==> config.mk <==
export PLATFORM = sky130hd
export DESIGN_NAME = dig_spi_sequencer_flat
export DESIGN_NICKNAME = d
export VERILOG_FILES = /design/src/rtl/dig_spi_seq_pkg.sv /design/src/rtl/dig_spi_sequencer_if.sv /design/src/rtl/dig_spi_rr_arb.sv /design/src/rtl/dig_spi_sequencer.sv /design/src/flat_wrapper.sv
export SDC_FILE = /design/constraint.sdc
export NUM_CORES = 1
export LEC_CHECK = 0
export CORE_MARGIN = 3
export CORE_UTILIZATION = 26
export CTS_CLUSTER_SIZE = 12
export DETAILED_ROUTE_END_ITERATION = 7
export PLACE_DENSITY = 0.64
export SETUP_SLACK_MARGIN = 0.15
export SLEW_MARGIN = 0
export SYNTH_ARGS = -nofsm -noshare
export SYNTH_HDL_FRONTEND = slang
export SYNTH_SLANG_ARGS = --single-unit
==> constraint.sdc <==
create_clock -name clk -period 7.5 [get_ports clk]
set_input_delay 2.25 -clock clk [delete_from_list [all_inputs] [get_ports clk]]
set_output_delay 2.25 -clock clk [all_outputs]
set_load 0.01 [all_outputs]
==> src/rtl/dig_spi_seq_pkg.sv <==
// dig_spi_seq_pkg: states, table entry layout and default ADC init table for dig_spi_sequencer.
// The VER_XFER state is only entered when DIG_SPI_SEQ_VERIFY_EN is defined.
package dig_spi_seq_pkg;
    typedef enum logic [2:0] {
        IDLE, SETTLE, ARB, SEQ_XFER, VER_XFER, HOST_XFER, GAP, DONE
    } seq_state_t;
    localparam int ADDR_MSB  = 15;
    localparam int ADDR_LSB  = 8;
    localparam int DATA_MSB  = 7;
    localparam int DATA_LSB  = 0;
    localparam int READ_FLAG = 15;
    // entry 0 sits in the low 16 bits: soft reset first, then format and test-pattern setup
    localparam logic [16*8-1:0] DIG_SEQ_DEFAULT_TABLE = {
        16'h1500, 16'h1400, 16'h0f00, 16'h0e00, 16'h0d00, 16'h0c04, 16'h0103, 16'h0080
    };
    function automatic logic [15:0] ver_word(logic [15:0] w);
        logic [15:0] r;
        r = '0;
        r[READ_FLAG] = 1'b1;
        r[ADDR_MSB-1:ADDR_LSB] = w[ADDR_MSB-1:ADDR_LSB];
        return r;
    endfunction
endpackage

==> src/rtl/dig_spi_sequencer_if.sv <==
// dig_spi_sequencer_if: one SPI transaction channel (request level, select, word out, ack pulse, byte back).
// Used both for the host-to-sequencer link and for the sequencer-to-spi_master link.
interface dig_spi_sequencer_if;
    logic        req;
    logic        sel;
    logic [15:0] wr_data;
    logic        ack;
    logic [7:0]  rd_data;
    modport master (output req, sel, wr_data, input ack, rd_data);
    modport slave (input req, sel, wr_data, output ack, rd_data);
endinterface

==> src/rtl/dig_spi_rr_arb.sv <==
// dig_spi_rr_arb: two-requester round-robin arbiter; req[0] = sequencer, req[1] = host.
module dig_spi_rr_arb (
    input  logic       clk,
    input  logic       rst,
    input  logic [1:0] req,
    input  logic       en,
    output logic [1:0] gnt
);
    logic last;
    always_comb gnt = req == 2'b11 ? (last ? 2'b01 : 2'b10) : req;
    always_ff @(posedge clk or posedge rst) begin
        if (rst) last <= 1'b0;
        else if (en && |gnt) last <= gnt[1];
    end
endmodule

==> src/rtl/dig_spi_sequencer.sv <==
// dig_spi_sequencer: plays an ADC init table over the shared digitizer SPI master, arbitrated with host accesses.
// Define DIG_SPI_SEQ_VERIFY_EN to read back and compare every written word.
module dig_spi_sequencer
    import dig_spi_seq_pkg::*;
#(
    parameter int P_N_WORDS       = 8,
    parameter int P_N_CHANNELS    = 2,
    parameter int P_SETTLE_CYCLES = 1024,
    parameter int P_GAP_CYCLES    = 4
) (
    input  logic                     clk,
    input  logic                     rst,
    input  logic                     start,
    input  logic [16*P_N_WORDS-1:0]  seq_table,
    dig_spi_sequencer_if.slave       host,
    dig_spi_sequencer_if.master      spi,
    output logic                     seq_busy,
    output logic                     seq_done,
    output logic                     seq_err,
    output logic [7:0]               seq_err_idx
);
    localparam int EW = P_N_WORDS > 1 ? $clog2(P_N_WORDS) : 1;
    localparam int CW = P_N_CHANNELS > 1 ? $clog2(P_N_CHANNELS) : 1;
    localparam int SW = $clog2(P_SETTLE_CYCLES + 1);
    localparam int GW = $clog2(P_GAP_CYCLES + 1);
    localparam logic [EW-1:0] E_LAST = EW'(P_N_WORDS - 1);
    localparam logic [CW-1:0] C_LAST = CW'(P_N_CHANNELS - 1);
    seq_state_t state, nxt;
    logic [EW-1:0] entry;
    logic [CW-1:0] ch;
    logic [SW-1:0] settle_cnt;
    logic [GW-1:0] gap_cnt;
    logic busy, done, fin, adv, settle_end, unit_last, arb_en;
    logic [1:0] arb_req, gnt;
    logic [15:0] word;
`ifdef DIG_SPI_SEQ_VERIFY_EN
    logic ver_pend, err;
    logic [7:0] err_idx;
`endif
    assign word = seq_table[16*int'(entry) +: 16];
    assign settle_end = int'(settle_cnt) <= 1;
    assign unit_last = entry == E_LAST && ch == C_LAST;
    assign seq_busy = busy;
    assign seq_done = done;
`ifdef DIG_SPI_SEQ_VERIFY_EN
    assign adv = state == VER_XFER && spi.ack;
`else
    assign adv = state == SEQ_XFER && spi.ack;
`endif
    dig_spi_rr_arb u_arb (.clk(clk), .rst(rst), .req(arb_req), .en(arb_en), .gnt(gnt));
    always_comb begin
        nxt = state;
        arb_req = '0;
        arb_en = 1'b0;
        case (state)
            IDLE: begin
                arb_req = {host.req, 1'b0};
                arb_en = 1'b1;
                nxt = host.req ? HOST_XFER : (start ? SETTLE : IDLE);
            end
            SETTLE: begin
                arb_req = {host.req && !settle_end, 1'b0};
                arb_en = 1'b1;
                nxt = settle_end ? ARB : (host.req ? HOST_XFER : SETTLE);
            end
            ARB: begin
                arb_req = {host.req, 1'b1};
                arb_en = 1'b1;
                nxt = gnt[1] ? HOST_XFER : (gnt[0] ? SEQ_XFER : ARB);
            end
            SEQ_XFER:  nxt = spi.ack ? GAP : SEQ_XFER;
            HOST_XFER: nxt = spi.ack ? GAP : HOST_XFER;
`ifdef DIG_SPI_SEQ_VERIFY_EN
            VER_XFER:  nxt = spi.ack ? GAP : VER_XFER;
            // the read-back follows its write without re-arbitration
            GAP: nxt = gap_cnt != '0 ? GAP : !busy ? IDLE : ver_pend ? VER_XFER : fin ? DONE : settle_end ? ARB : SETTLE;
`else
            GAP: nxt = gap_cnt != '0 ? GAP : !busy ? IDLE : fin ? DONE : settle_end ? ARB : SETTLE;
`endif
            DONE: nxt = IDLE;
            default: nxt = IDLE;
        endcase
    end
    always_ff @(posedge clk or posedge rst) begin
        if (rst) begin
            state <= IDLE; busy <= 1'b0; done <= 1'b0; fin <= 1'b0;
            entry <= '0; ch <= '0; settle_cnt <= '0; gap_cnt <= '0;
            spi.req <= 1'b0; spi.sel <= 1'b0; spi.wr_data <= '0;
            host.ack <= 1'b0; host.rd_data <= '0;
        end else begin
            state <= nxt;
            spi.req <= nxt == SEQ_XFER || nxt == VER_XFER || nxt == HOST_XFER;
            if (nxt != state && (nxt == SEQ_XFER || nxt == VER_XFER || nxt == HOST_XFER)) begin
                spi.sel <= nxt == HOST_XFER ? host.sel : ch[0];
                spi.wr_data <= nxt == HOST_XFER ? host.wr_data : (nxt == VER_XFER ? ver_word(word) : word);
            end
            host.ack <= state == HOST_XFER && spi.ack;
            if (state == HOST_XFER && spi.ack) host.rd_data <= spi.rd_data;
            gap_cnt <= nxt == GAP && state != GAP ? GW'(P_GAP_CYCLES - 1) : (gap_cnt != '0 ? gap_cnt - 1'b1 : gap_cnt);
            // settle keeps counting while host transfers are served
            if (start && !busy) begin
                busy <= 1'b1; done <= 1'b0; fin <= 1'b0; entry <= '0; ch <= '0;
                settle_cnt <= SW'(P_SETTLE_CYCLES - 1);
            end else begin
                if (settle_cnt != '0) settle_cnt <= settle_cnt - 1'b1;
                if (state == DONE) begin
                    done <= 1'b1;
                    busy <= 1'b0;
                end
                if (adv) begin
                    fin <= unit_last;
                    ch <= ch == C_LAST ? '0 : ch + 1'b1;
                    if (ch == C_LAST) entry <= entry == E_LAST ? '0 : entry + 1'b1;
                end
            end
        end
    end
`ifdef DIG_SPI_SEQ_VERIFY_EN
    always_ff @(posedge clk or posedge rst) begin
        if (rst) begin
            ver_pend <= 1'b0; err <= 1'b0; err_idx <= '0;
        end else begin
            ver_pend <= state == SEQ_XFER && spi.ack ? 1'b1 : (state == VER_XFER ? 1'b0 : ver_pend);
            if (start && !busy) begin
                err <= 1'b0;
                err_idx <= '0;
            end else if (adv && !err && spi.rd_data != word[DATA_MSB:DATA_LSB]) begin
                err <= 1'b1;
                err_idx <= {7'(entry), ch[0]};
            end
        end
    end
    assign seq_err = err;
    assign seq_err_idx = err_idx;
`else
    assign seq_err = 1'b0;
    assign seq_err_idx = '0;
`endif
endmodule

==> src/flat_wrapper.sv <==
// flat-port wrapper written by rule: the top's interface ports become plain ports
module dig_spi_sequencer_flat import dig_spi_seq_pkg::*;
#(
    parameter int P_N_WORDS       = 8,
    parameter int P_N_CHANNELS    = 2,
    parameter int P_SETTLE_CYCLES = 1024,
    parameter int P_GAP_CYCLES    = 4
)
  (clk, rst, start, seq_table, seq_busy, seq_done, seq_err, seq_err_idx, host_req, host_sel, host_wr_data, host_ack, host_rd_data, spi_req, spi_sel, spi_wr_data, spi_ack, spi_rd_data);
  dig_spi_sequencer_if host_i ();
  dig_spi_sequencer_if spi_i ();
  input  logic clk;
  input  logic rst;
  input  logic start;
  input  logic [16*P_N_WORDS-1:0] seq_table;
  output logic seq_busy;
  output logic seq_done;
  output logic seq_err;
  output logic [7:0] seq_err_idx;
  input wire logic [$bits(host_i.req)-1:0] host_req;
  input wire logic [$bits(host_i.sel)-1:0] host_sel;
  input wire logic [$bits(host_i.wr_data)-1:0] host_wr_data;
  output wire logic [$bits(host_i.ack)-1:0] host_ack;
  output wire logic [$bits(host_i.rd_data)-1:0] host_rd_data;
  output wire logic [$bits(spi_i.req)-1:0] spi_req;
  output wire logic [$bits(spi_i.sel)-1:0] spi_sel;
  output wire logic [$bits(spi_i.wr_data)-1:0] spi_wr_data;
  input wire logic [$bits(spi_i.ack)-1:0] spi_ack;
  input wire logic [$bits(spi_i.rd_data)-1:0] spi_rd_data;
  assign host_i.req = host_req;
  assign host_i.sel = host_sel;
  assign host_i.wr_data = host_wr_data;
  assign host_ack = host_i.ack;
  assign host_rd_data = host_i.rd_data;
  assign spi_req = spi_i.req;
  assign spi_sel = spi_i.sel;
  assign spi_wr_data = spi_i.wr_data;
  assign spi_i.ack = spi_ack;
  assign spi_i.rd_data = spi_rd_data;
  dig_spi_sequencer #(.P_N_WORDS(P_N_WORDS), .P_N_CHANNELS(P_N_CHANNELS), .P_SETTLE_CYCLES(P_SETTLE_CYCLES), .P_GAP_CYCLES(P_GAP_CYCLES)) u_core (.clk(clk), .rst(rst), .start(start), .seq_table(seq_table), .host(host_i), .spi(spi_i), .seq_busy(seq_busy), .seq_done(seq_done), .seq_err(seq_err), .seq_err_idx(seq_err_idx));
endmodule
# Word-level counts from Yosys, hierarchy flattened
# Index checks and enable logic that the tools add are counted.
totals:
  out_inout_bits: 38
  memories: 0
  rom_bits: 0
  word_cells: 94
  ram_bits: 0
  latchBits: 0
  in_bits: 158
  ff_bits: 52
classes:
  div_mod_pow: 0
  mux: 37
  addsub: 4
  n_reduce_logical: 23
  eq_ne: 14
  n_shift: 1
  n_mul: 0
  magnitude_cmp: 1
  bitwise: 0
op_table:
  columns: ["op", "n"]
  rows:
  - ["128-bit by 8-bit indexed part select with 16-bit output", 1]
  - ["3-bit two-way mux", 14]
  - ["16-bit two-way mux", 2]
  - ["11-bit two-way mux", 2]
  - ["3-bit equality test, second input constant", 7]
  - ["3-bit case mux with 6 select lines", 1]
  - ["1-bit two-way mux", 13]
  - ["11-bit by 1-bit less-or-equal comparator with 1-bit output, second input constant", 1]
  - ["11-bit nonzero test", 1]
  - ["11-bit by 1-bit subtractor with 11-bit output, second input constant", 1]
  - ["2-bit nonzero test", 5]
  - ["3-bit by 2-bit equality test with 1-bit output, second input constant", 3]
  - ["1-bit logical AND", 8]
  - ["2-bit two-way mux", 4]
  - ["2-bit case mux with 3 select lines", 1]
  - ["3-bit by 1-bit adder with 3-bit output, second input constant", 1]
  - ["3-bit by 1-bit equality test with 1-bit output, second input constant", 1]
  - ["3-bit zero test", 1]
  - ["3-bit inequality test", 1]
  - ["3-bit inequality test, second input constant", 1]
  - ["3-bit nonzero test", 1]
  - ["3-bit OR reduction", 1]
  - ["3-bit by 1-bit subtractor with 3-bit output, second input constant", 1]
  - ["2-bit equality test, second input constant", 1]
  - ["5 further kinds", 7]

# Depth between registers and ports, before layout
logic_depth:
  word_depth: 13
  ltp_mapped: 11
  ltp_nobuf: 9

# Modules after synthesis
# Synthesis repeated with hierarchy kept, for this count alone.
hier_totals:
  cells_unflattened: 342
  hier_area_um2: 3628.5
modules_own_cells:
  columns: ["module", "instances", "area_each_um2", "cells_each", "seq_area_each_um2"]
  rows:
  - ["dig_spi_sequencer", 1, 3569.7, 335, 1276.2]
  - ["dig_spi_rr_arb", 1, 58.8, 7, 25.0]

# Worst setup path before layout
# OpenSTA, ideal clock, no wires.
synth_timing:
  path_kind: "input to register"
  from: "in host_req"
  to: "reg u_core.spi.sel"
  t_required_ns: 7.375
  setup_ns: 0.125
  setup_slack_ns: 3.412
  arrival_ns: 3.963
  cell_stages: 8
  cell_sequence: "or3b_1 > nand3b_1 > o2111ai_4 > o21bai_4 > buf_12 > o2bb2ai_4 > buf_6 > mux2_4"
synth_between:
  elab_cells_between_ends: 18
  cone_classes: "eq/ne: 5; mux: 9; reduce/logical: 4"
synth_rtl:
  columns: ["element", "line_no", "rtl"]
  rows:
  - ["start: declaration", "flat_wrapper.sv:20", "input wire logic [$bits(host_i.req)-1:0] host_req;"]
  - ["1-bit logical AND", "dig_spi_sequencer.sv:62", "arb_req = {host.req && !settle_end, 1'b0};"]
  - ["2-bit case mux with 3 select lines (*)", "dig_spi_sequencer.sv:55", "case (state)"]
  - ["2-bit equality test", "dig_spi_rr_arb.sv:10", "always_comb gnt = req == 2'b11 ? (last ? 2'b01 : 2'b10) : req;"]
  - ["2-bit two-way mux (*)", "dig_spi_rr_arb.sv:10", null]
  - ["3-bit two-way mux (*)", "dig_spi_sequencer.sv:69", "nxt = gnt[1] ? HOST_XFER : (gnt[0] ? SEQ_XFER : ARB);"]
  - ["3-bit case mux with 6 select lines (*)", "dig_spi_sequencer.sv:55", null]
  - ["named net u_core.nxt[1]", "dig_spi_sequencer.sv:28", "seq_state_t state, nxt;"]
  - ["3-bit by 2-bit equality test with 1-bit output / 3-bit equality test (equally long branches)", "dig_spi_sequencer.sv:93", "if (nxt != state && (nxt == SEQ_XFER || nxt == VER_XFER || nxt == HOST_XFER)) begin"]
  - ["1-bit logical OR (2 in a row)", "dig_spi_sequencer.sv:93", null]
  - ["1-bit logical AND", "dig_spi_sequencer.sv:93", null]
  - ["end: declaration", "dig_spi_sequencer_if.sv:9", "modport master (output req, sel, wr_data, input ack, rd_data);"]
# Mark *: on every way through the listed nets, which the timed path passes. The rest lies on a longest branch.
# A chain may end at the register's enable or synchronous reset.

# Final worst setup path
layout_timing:
  from: "in host_req"
  to: "reg u_core.spi.wr_data[9]"
layout_between:
  elab_cells_between_ends: 18
  cone_classes: "eq/ne: 5; mux: 9; reduce/logical: 4"
layout_rtl:
  columns: ["element", "line_no"]
  rows:
  - ["1-bit logical AND", "dig_spi_sequencer.sv:62"]
  - ["2-bit case mux with 3 select lines (*)", "dig_spi_sequencer.sv:55"]
  - ["2-bit equality test", "dig_spi_rr_arb.sv:10"]
  - ["2-bit two-way mux (*)", "dig_spi_rr_arb.sv:10"]
  - ["3-bit two-way mux (*)", "dig_spi_sequencer.sv:69"]
  - ["3-bit case mux with 6 select lines (*)", "dig_spi_sequencer.sv:55"]
  - ["named net u_core.nxt[1]", "dig_spi_sequencer.sv:28"]
  - ["3-bit by 2-bit equality test with 1-bit output / 3-bit equality test (equally long branches)", "dig_spi_sequencer.sv:93"]
  - ["1-bit logical OR (2 in a row)", "dig_spi_sequencer.sv:93"]
  - ["1-bit logical AND", "dig_spi_sequencer.sv:93"]
  - ["end: declaration", "dig_spi_sequencer_if.sv:9"]
# Marks and branches as above.

==> results.py <==
metrics = {
    "placement": {
        "portBuffers": 186,
        "hpwl_mm": 9.49,
        "dp_slack_ns": 2.36,
        "gpl.final_weighted_congestion": 0.823,
    },
    "die": {
        "dieArea_um2": 15900,
        "core-area_um2": 14000,
        "initial_core_util": 0.268,
        "io_pins": 196,
        "fp.dieH_um": 126,
        "fp.dieW_um": 126,
        "rows": 43,
    },
    "sta": {
        "rsz0062_at_grt": "false",
        "fmax_mhz": 210,
        "report.final.slew_viol_count": 0,
        "relSlewSlack": 0.412,
        "finalCritPeriodShare": 0.635,
        "finalHoldViolCount": 0,
        "skew_ns": 0.00869,
        "finalSetupTns_ns": 0,
        "layout_setup_ws_ns": 2.74,
        "finalSetupViolCount": 0,
        "final.min_clock_period_ns": 4.76,
        "worst_pin_slew_ns": 0.882,
    },
    "status": {
        "status": "completed",
    },
    "logic_synthesis": {
        "syn_avg_cell_area_um2": 11.7,
        "synth_area_leaders": "dfrtp_1, mux4_2, mux2_2",
        "syn_area_um2": 3750,
        "yosysTopAreaCell": "dfrtp_1",
        "netlist-cell-type-count": 50,
        "synth_edf_count": 0,
        "ys.flop_type": "dfrtp_1",
        "netlist_instances": 320,
        "synth_common_cells": "dfrtp_1, nand2_1, mux2_2",
        "seq_area_frac_synth": 0.347,
        "async_flop_share": 1.00,
        "synth.most_common_cell": "dfrtp_1",
        "ys_warn_count": 0,
        "synth_top_area_share": 0.347,
        "synth_seq_cells": 52,
    },
    "clocking": {
        "clk_pin_slew_ns": 0.08,
        "cts_buffers": 5,
        "cts_setup_buffers": 0,
        "cts_max_level": 2,
        "cts_root_buf": "clkbuf_16",
        "ctsResizeCount": 0,
        "hold_buffers": 0,
        "cts_buffer_depth": 2,
        "cts.sinks": 52,
        "tritoncts": "yes",
        "clk_latency_ns": 0.30,
    },
    "detailed_routing": {
        "drc": 0,
        "route.antenna.remaining_nets": 0,
        "drt-initial-drc-count": 132,
        "dr.pass1.iters": 4,
        "avgViaCountPerCell": 4.82,
        "drt_wl_total_mm": 12.1,
        "wl_per_cell_um": 17.9,
        "vias": 3260,
    },
    "critical_path": {
        "crit_start": "host_req",
        "startpoint_type": "primary input",
        "timing.rr.end": "u_core.spi.wr_data[9]",
        "critical_path_class": "in2reg",
        "cp.depth": 7,
        "max_stage_delay_ns": 0.63,
        "crit_arrival_ns": 4.94,
        "r2r_slack_ns": 4.61,
        "end_kind": "flip-flop",
        "reg2regPathDepth": 8,
        "crit_required_ns": 7.68,
        "critPathSlowestCell": "o2bb2ai_4",
        "crit_buf_inv": 1,
        "path_max_fanout": 19,
        "worstPathCellList": "clkdlybuf4s50_1 > or3b_1 > nand3b_1 > o2111ai_4 > o21bai_4 > o2bb2ai_4 > mux2_2",
        "rr_startpoint": "u_core.gap_cnt[0]",
        "crit_path_end": "u_core.spi.wr_data[9]",
        "cp_top_family": "compound AO/OA/AOI/OAI gates",
    },
    "finish": {
        "diodes": 0,
        "utilization": 0.419,
        "synthToLayoutAreaGrowth_pct": 56.3,
        "fill_cells": 1327,
        "final_net_count": 660,
        "drive_gt1_frac": 0.204,
    },
    "job": {
        "cap_violations": 0,
    },
    "grt": {
        "antenna_found_initial": 0,
        "track_usage": 0.148,
        "grt_max_degree": 53,
        "grt_pass1_wl_mm": 18.7,
        "grt_pass1_vias": 3357,
        "overflow": 0,
    },
    "min_path": {
        "hold_class": "reg2reg",
    },
    "power_and_ir_drop": {
        "ir_worst_vdd_v": 0.000133,
        "p_per_area_nw_per_um2": 288,
        "p_leak_nw": 2.23,
    },
}
-- logic make-up after synthesis --
family | after synthesis | share of synthesized area
compound gates | 34 | 0.0763
xor+xnor | 7 | 0.0163
fa+ha+maj | 7 | 0.0233
buf+inv | 42 | 0.0603
flops | 52 | 0.347
mux | 83 | 0.354
other cells | 1 | 0.000999
simple gates | 94 | 0.122
-- registers in the layout (all words and copies together) (netlist names) --
register / count
u_core.fin: 1
u_core.gap_cnt: 3
u_core.host.ack: 1
u_core.seq_busy: 1
u_core.seq_done: 1
u_core.spi.req: 1
u_core.state: 3
u_core.u_arb.last: 1
u_core.host.rd_data: 8
u_core.entry: 3
u_core.settle_cnt: 11
u_core.spi.wr_data: 16
u_core.spi.sel: 1
u_core.ch: 1
-- layout by cell type, fill, tap and decap left out, types with 3 or more instances in the layout --
master,n
clkdlybuf4s50_1,186
mux4_2,32
conb_1,9
nor3b_1,3
xnor2_1,3
nor3_1,4
mux2_4,9
a211o_1,3
nand2b_1,3
nor2_1,10
nand3_1,11
o21ai_0,7
mux2_2,41
dfrtp_1,51
inv_1,11
clkbuf_16,5
ha_1,7
buf_4,3
a21oi_1,9
xor2_1,4
nand2_1,48
-- routing by layer --
metal / vias up / global-route usage / wire length (um)
li1: 1511 / - / -
met1: 1599 / 0.185 / 5000
met2: 145 / 0.263 / 6120
met3: 5 / 0.0399 / 912
met4: 0 / 0.0189 / 62
met5: - / 0 / 0
-- power breakdown --
group	switching (mW)	total (mW)	internal, mW	leakage, nW
sequential	0.117	0.512	0.395	0.611
combinational	0.378	0.942	0.564	1.55
clock	0.112	0.238	0.126	0.0680
-- tightest hold or removal path: stages (launching register included) --
cell and delay [ns]:
dfrtp_1 0.35, nand2_1 0.05, nand2_1 0.06
-- per-stage QoR --
step,cells,hold WS (ns),cell area [um2],power (mW)
after global placement,668,0.473,5720,1.45
after CTS,676,0.499,5870,1.73
final,676,0.493,5870,1.69
after detailed placement,668,0.470,5720,1.48
after floorplan,328,0.470,3780,1.15
after global routing,676,0.527,5870,1.81
-- how the worst min path moves through the flow --
stage / startpoint / to / depth (start not counted)
2_1_floorplan: u_core.gap_cnt[1] / u_core.gap_cnt[1] / 2
3_3_place_gp: u_core.host.rd_data[2] / u_core.host.rd_data[2] / 2
3_5_place_dp: u_core.host.rd_data[7] / u_core.host.rd_data[7] / 2
4_1_cts: u_core.host.rd_data[7] / u_core.host.rd_data[7] / 2
5_1_grt: u_core.host.rd_data[1] / u_core.host.rd_data[1] / 2
6_report: u_core.host.rd_data[2] / u_core.host.rd_data[2] / 2
-- final cells by class --
| class | count | area (um2) | share of cell area |
|---|---|---|---|
| inverters | 13 | 48.8 | 0.00832 |
| repair buffers | 189 | 1880 | 0.321 |
| well taps | 180 | 225 | 0.0384 |
| flip-flops and latches | 52 | 1300 | 0.222 |
| multi-input cells | 234 | 2260 | 0.384 |
| clock inverters | 3 | 26.3 | 0.00448 |
| clock buffers | 5 | 125 | 0.0213 |
No activity file was read; power rests on OpenSTA's default activity.
